**src/rtl/i2c_target_pkg.sv**
```systemverilog
// i2c_target_pkg: states and constants shared by the I2C register-file target
package i2c_target_pkg;
  typedef enum logic [3:0] {
    IDLE, ADDR, ADDR_ACK, PTR, PTR_ACK, WDATA, WDATA_ACK, RDATA, RACK, IGNORE
  } i2c_tgt_state_e;
  localparam logic ACK = 1'b0;
  localparam logic NACK = 1'b1;
  localparam logic [6:0] DEFAULT_DEV_ADDR = 7'h50;
endpackage

```
**src/rtl/i2c_bus_sync.sv**
```systemverilog
// i2c_bus_sync: synchronises SCL/SDA and flags SCL edges plus START/STOP conditions
module i2c_bus_sync (
  input  logic clk,
  input  logic reset_n,
  input  logic scl_in,
  input  logic sda_in,
  output logic scl_rise,
  output logic scl_fall,
  output logic start_det,
  output logic stop_det,
  output logic sda_s
);
  logic [2:0] scl_q, scl_d, sda_q, sda_d;
  logic arm_q, arm_d;
  logic scl_s, scl_p, sda_p;
  // the chains keep tracking the pins through reset so releasing it never fakes an edge
  always_comb begin
    scl_d = {scl_q[1:0], scl_in};
    sda_d = {sda_q[1:0], sda_in};
    arm_d = 1'b1;
  end
  always_ff @(posedge clk) begin
    scl_q <= scl_d;
    sda_q <= sda_d;
    if (!reset_n) arm_q <= 1'b0;
    else arm_q <= arm_d;
  end
  assign scl_s = scl_q[1];
  assign scl_p = scl_q[2];
  assign sda_s = sda_q[1];
  assign sda_p = sda_q[2];
  assign scl_rise = arm_q & scl_s & ~scl_p;
  assign scl_fall = arm_q & ~scl_s & scl_p;
  assign start_det = arm_q & scl_s & scl_p & sda_p & ~sda_s;
  assign stop_det = arm_q & scl_s & scl_p & ~sda_p & sda_s;
endmodule

```
**src/rtl/i2c_target_regfile.sv**
```systemverilog
// i2c_target_regfile: I2C target fronting a byte register file with an auto-incrementing pointer
module i2c_target_regfile
  import i2c_target_pkg::*;
#(
  parameter logic [6:0] DEV_ADDR = DEFAULT_DEV_ADDR,
  parameter int DEPTH = 16,
  parameter int AW = $clog2(DEPTH)
) (
  input  logic          clk,
  input  logic          reset_n,
  input  logic          scl_in,
  input  logic          sda_in,
  output logic          sda_oe,
  output logic          busy,
  output logic          wr_strobe,
  output logic [AW-1:0] wr_addr,
  output logic [7:0]    wr_data,
  input  logic [AW-1:0] host_raddr,
  output logic [7:0]    host_rdata
);
  i2c_tgt_state_e state_q, state_d;
  logic [3:0] cnt_q, cnt_d;
  logic [7:0] sh_q, sh_d, byte_in, rd_byte, wr_data_q, wr_data_d;
  logic [AW-1:0] ptr_q, ptr_d, wr_addr_q, wr_addr_d;
  logic sda_oe_q, sda_oe_d, busy_q, busy_d, wr_strobe_q, wr_strobe_d;
  logic [7:0] mem_q [DEPTH];
  logic [7:0] mem_d [DEPTH];
  logic scl_rise, scl_fall, start_det, stop_det, sda_s, rx;

  i2c_bus_sync u_sync (
    .clk(clk), .reset_n(reset_n), .scl_in(scl_in), .sda_in(sda_in),
    .scl_rise(scl_rise), .scl_fall(scl_fall), .start_det(start_det),
    .stop_det(stop_det), .sda_s(sda_s)
  );

  assign byte_in = {sh_q[6:0], sda_s};
  assign rd_byte = mem_q[ptr_q];
  assign rx = state_q inside {ADDR, PTR, WDATA};

  always_comb begin
    state_d = state_q;
    cnt_d = cnt_q;
    sh_d = sh_q;
    ptr_d = ptr_q;
    sda_oe_d = sda_oe_q;
    busy_d = busy_q;
    wr_strobe_d = 1'b0;
    wr_addr_d = wr_addr_q;
    wr_data_d = wr_data_q;
    mem_d = mem_q;
    if (stop_det) begin
      state_d = IDLE;
      sda_oe_d = 1'b0;
      busy_d = 1'b0;
    end else if (start_det) begin
      state_d = ADDR;
      cnt_d = '0;
      sda_oe_d = 1'b0;
      busy_d = 1'b0;
    end else if (scl_rise) begin
      if (state_q == RACK) begin
        if (sda_s == NACK) begin
          state_d = IGNORE;
          busy_d = 1'b0;
        end else begin
          cnt_d = 4'd1;
          ptr_d = ptr_q + 1'b1;
        end
      end else if (rx || state_q == RDATA) cnt_d = cnt_q + 4'd1;
      if (rx) sh_d = byte_in;
      if (rx && cnt_q == 4'd7 && state_q == PTR) ptr_d = byte_in[AW-1:0];
      if (rx && cnt_q == 4'd7 && state_q == WDATA) begin
        mem_d[ptr_q] = byte_in;
        wr_strobe_d = 1'b1;
        wr_addr_d = ptr_q;
        wr_data_d = byte_in;
        ptr_d = ptr_q + 1'b1;
      end
    end else if (scl_fall) begin
      if (rx && cnt_q == 4'd8) begin
        cnt_d = '0;
        if (state_q != ADDR) begin
          state_d = state_q == PTR ? PTR_ACK : WDATA_ACK;
          sda_oe_d = ~ACK;
        end else if (sh_q[7:1] == DEV_ADDR) begin
          state_d = ADDR_ACK;
          sda_oe_d = ~ACK;
          busy_d = 1'b1;
        end else state_d = IGNORE;
      end else if (state_q inside {ADDR_ACK, PTR_ACK, WDATA_ACK}) begin
        sda_oe_d = 1'b0;
        state_d = state_q == ADDR_ACK ? (sh_q[0] ? RDATA : PTR) : WDATA;
        if (state_q == ADDR_ACK && sh_q[0]) begin
          sh_d = rd_byte;
          sda_oe_d = ~rd_byte[7];
        end
      end else if (state_q == RDATA) begin
        if (cnt_q == 4'd8) begin
          state_d = RACK;
          cnt_d = '0;
          sda_oe_d = 1'b0;
        end else begin
          sh_d = {sh_q[6:0], 1'b0};
          sda_oe_d = ~sh_q[6];
        end
      end else if (state_q == RACK && cnt_q == 4'd1) begin
        state_d = RDATA;
        cnt_d = '0;
        sh_d = rd_byte;
        sda_oe_d = ~rd_byte[7];
      end
    end
  end

  always_ff @(posedge clk) begin
    if (!reset_n) begin
      state_q <= IDLE;
      cnt_q <= '0;
      sh_q <= '0;
      ptr_q <= '0;
      sda_oe_q <= 1'b0;
      busy_q <= 1'b0;
      wr_strobe_q <= 1'b0;
      wr_addr_q <= '0;
      wr_data_q <= '0;
      mem_q <= '{default: '0};
    end else begin
      state_q <= state_d;
      cnt_q <= cnt_d;
      sh_q <= sh_d;
      ptr_q <= ptr_d;
      sda_oe_q <= sda_oe_d;
      busy_q <= busy_d;
      wr_strobe_q <= wr_strobe_d;
      wr_addr_q <= wr_addr_d;
      wr_data_q <= wr_data_d;
      mem_q <= mem_d;
    end
  end

  assign sda_oe = sda_oe_q;
  assign busy = busy_q;
  assign wr_strobe = wr_strobe_q;
  assign wr_addr = wr_addr_q;
  assign wr_data = wr_data_q;
  assign host_rdata = mem_q[host_raddr];
endmodule

```
**config.mk**
```make
export PLATFORM = sky130hd
export DESIGN_NAME = i2c_target_regfile
export DESIGN_NICKNAME = d
export VERILOG_FILES = /design/src/rtl/i2c_target_pkg.sv /design/src/rtl/i2c_bus_sync.sv /design/src/rtl/i2c_target_regfile.sv
export SDC_FILE = /design/constraint.sdc
export NUM_CORES = 1
export LEC_CHECK = 0
export ABC_AREA = 1
export ABC_CLOCK_PERIOD_IN_PS = 2600
export CAP_MARGIN = 10
export CORE_UTILIZATION = 60
export DETAILED_ROUTE_END_ITERATION = 10
export PLACE_DENSITY = 0.86
export SYNTH_ARGS = -nofsm -noshare
export SYNTH_HDL_FRONTEND = slang
export SYNTH_SLANG_ARGS = --single-unit
export TNS_END_PERCENT = 5
```
**constraint.sdc**
```tcl
create_clock -name clk -period 2.6 [get_ports clk]
set_input_delay 0.52 -clock clk [delete_from_list [all_inputs] [get_ports clk]]
set_output_delay 0.52 -clock clk [all_outputs]
set_load 0.02 [all_outputs]
```
==> results.md, run 1 <==
* Status: finished clean
* CTS H-tree depth at 4
* HP Class: flip-flop to flip-flop
* Max frequency at 393 MHz
* Post-synth top area share at 38.0%
* Iter 0 DRT Violations at 1411
* Initial antenna violation count at 0
* I/O pin count at 31
* CTS Root Cell: clkbuf_16
* Num CTS Buffers at 17
* Fin util at 69.8%
* Detailed Routing Iterations Pass 1 at 6
* Gr busiest metal: met2
* Switching share of total power at 23.7%
* Leading area contributor after synthesis: dfxtp_1
* RSZ-0062 raised after global routing: yes
* Vias in the first global route at 8383
* Post-layout min period at 2540 ps
* Post-Syn Nets at 1347
* Startpoint Class: input port
* Design Area, Final at 10100 µm²
* DR DRC count at 0
* Synth Warn # at 0
* Ys flop type: dfxtp_1
* DR vias/cell at 6.08
* Setup TNS at 0 ps
* Antenna cells at 0
* Post-Route WL at 26.8 mm
* Buffers added on ports at 30
* Required @ worst endpoint at 2080 ps
* Wire per inst at 17.5 µm
* Core region area at 14500 µm²
* CTS resizes at 7
* Synth-to-layout area growth at 13.2%
* Hold Violations, Final at 0
* Peak supply drop at 0.536 mV
* Total GRT Usage at 34.4%
* Grt met3 use at 8.10%
* Initial Utilization at 61.7%
* Grt total ovfl at 0
* Mapped Avg Cell Area at 6.73 µm²
* WS Path Type: input port to output port
* GRT met1 Usage at 42.9%
* Row Count at 44
* Leakage at 3.90 nW
* Asr flop ratio synth at 0%
* Setup crit end kind: output port
* Placed instance count at 1496
* NumNets Final at 1346
* Post-DP Area at 9530 µm²
* Least-Margin Pin Slew at 730 ps
* CTS tree: built
* Most common cell in the netlist: a21oi_1
* CP Data Arrival Time at 2020 ps
* Final slew viol count at 0
* Sw Pwr at 1.35 mW
* Layout Cells excl Fill at 1528
* Antenna-violating nets left at 0
* Synth top cells by count: a21oi_1, o21ai_0, inv_1
* Synth cell types at 38
* First-pass GRT wire length at 42.6 mm
* Horiz. Die Dim at 124 µm
* Clock Skew at 7.11 ps
* Seq cells post-synth at 170
* Pwr Density at 563 nW/µm²
* Final cycle utilization of the critical path at 97.8%
* Sequential cell area fraction in the yosys report at 38.0%
* Largest net degree at the start of global routing at 70
* Clock-pin transition on the worst setup and hold timing paths at 60 ps
* Final Wtd Congestion at 0.939
* Max-cap check violation count at 0
* EDFF count, synth at 0
* Die area at 15400 µm²
* Clock Latency Late Sink at 440 ps
* HPWL after DPL at 17.5 mm
* Die Span Y at 124 µm
* Comb pwr share at 7.4%
* Vias at 9289
* Crit-path max FO at 15
* Setup Fix Bufs, Post-CTS at 0
* Layout cells sized above 1 at 8.85%
* Endpoints failing setup at 0
* Slew headroom at 51.2%
* TritonCTS Sinks at 170
* Clock power share at 46.6%
* Post-synthesis cell count at 1332
* Pint at 4.36 mW
* Hold-fix buffers, CTS at 0
* Post-Syn Area at 8960 µm²
* Seq pwr share at 46.0%
* Synth top area cells: dfxtp_1, a21oi_1, o21ai_0, inv_1, nand2_1
* GRT met2 Usage at 54.6%
* Clk buf depth at 2
## power by group through the flow
stage,clock (mW),sequential [mW],combinational (mW)
floorplan,0,2.68,0.259
global placement,0,2.68,0.409
detailed placement,0,2.68,0.415
CTS,2.67,2.63,0.410
global route,2.79,2.63,0.458
finish,2.66,2.63,0.422
## layer usage
metal,vias to the layer above,wire (µm)
li1,4457,-
met5,-,0
met3,105,2870
met4,0,1300
met1,4169,10400
met2,558,12200
## area by class of cell
type / count / area, µm²
Timing Repair Buffer: 79 / 756
Clock inverter: 9 / 139
Tap cell: 184 / 230
Fill cell: 1208 / 4390
Clock buffer: 23 / 478
Multi-Input combinational cell: 885 / 4460
Sequential cell: 170 / 3400
Inverter: 178 / 673
## placed cells by master (no fill, tap or decap), types with 3 or more instances in the layout
master,instances
a211oi_1,10
a21oi_1,276
buf_12,8
buf_4,43
bufinv_16,3
clkbuf_1,3
clkbuf_16,17
clkbuf_8,3
clkdlybuf4s50_1,18
clkinv_4,5
dfxtp_1,169
dlygate4sd2_1,6
ha_1,7
inv_1,170
inv_2,4
nand2_1,153
nand2_2,18
nand3_1,37
nand4_1,4
nor2_1,55
nor2_2,3
nor2_4,3
nor2_8,5
nor3_1,8
o211ai_1,3
o21ai_0,264
o21ai_1,10
o221ai_1,13
o22ai_1,4
## state kept, by name, summed over array words and instances, names as in the netlist
signal        count
sda_oe            1
sh_q              8
u_sync.arm_q      1
u_sync.sda_q      3
wr_data           8
ptr_q             4
cnt_q             4
mem_q           128
wr_addr           4
state_q           4
wr_strobe         1
busy              1
u_sync.scl_q      3
## final timing paths
kind | end | cells past startpoint | start | slack (ps)
worst min register to register | u_sync.sda_q[1] | 0 | u_sync.sda_q[0] | 330
worst min-delay path | u_sync.sda_q[1] | 0 | u_sync.sda_q[0] | 330
worst max-delay path | host_rdata[6] | 8 | host_raddr[2] | 60
worst max register to register | mem_q[18] | 10 | cnt_q[0] | 340
## worst max-delay path, cell delays in order
cell and delay, ps:
clkdlybuf4s50_1 490, inv_1 80, buf_12 150, buf_4 130, nand2_1 60, o221ai_1 90
o21ai_0 150, clkdlybuf4s15_1 350
## metrics by stage
stage	setup slack [ps]	hold slack, ps	power (mW)
floorplan	233	310	2.94
detailed placement	-225	313	3.10
global route	-14.7	335	5.87
global placement	-178	310	3.09
finish	56.4	326	5.71
CTS	-152	328	5.71
## logic make-up after synthesis
logic type,count (synthesis),share of synthesized area (%)
simple gates,293,15.0
buf+inv,277,12.2
xor+xnor,2,0.195
flops,170,38.0
compound gates,583,33.6
fa+ha+maj,7,0.977
(Power assumes the default switching activity.)
==> run 2, diff against run 1 <==
Settings changed: CTS_CLUSTER_SIZE set to 14.
==> results of run 2 <==
The final DEF is identical to that of run 1; final timing and power are the same.
==> run 3, diff against run 2 <==
Settings changed: SLEW_MARGIN set to 15.
==> results of run 3 <==
The final DEF is identical to that of run 1; final timing and power are the same.
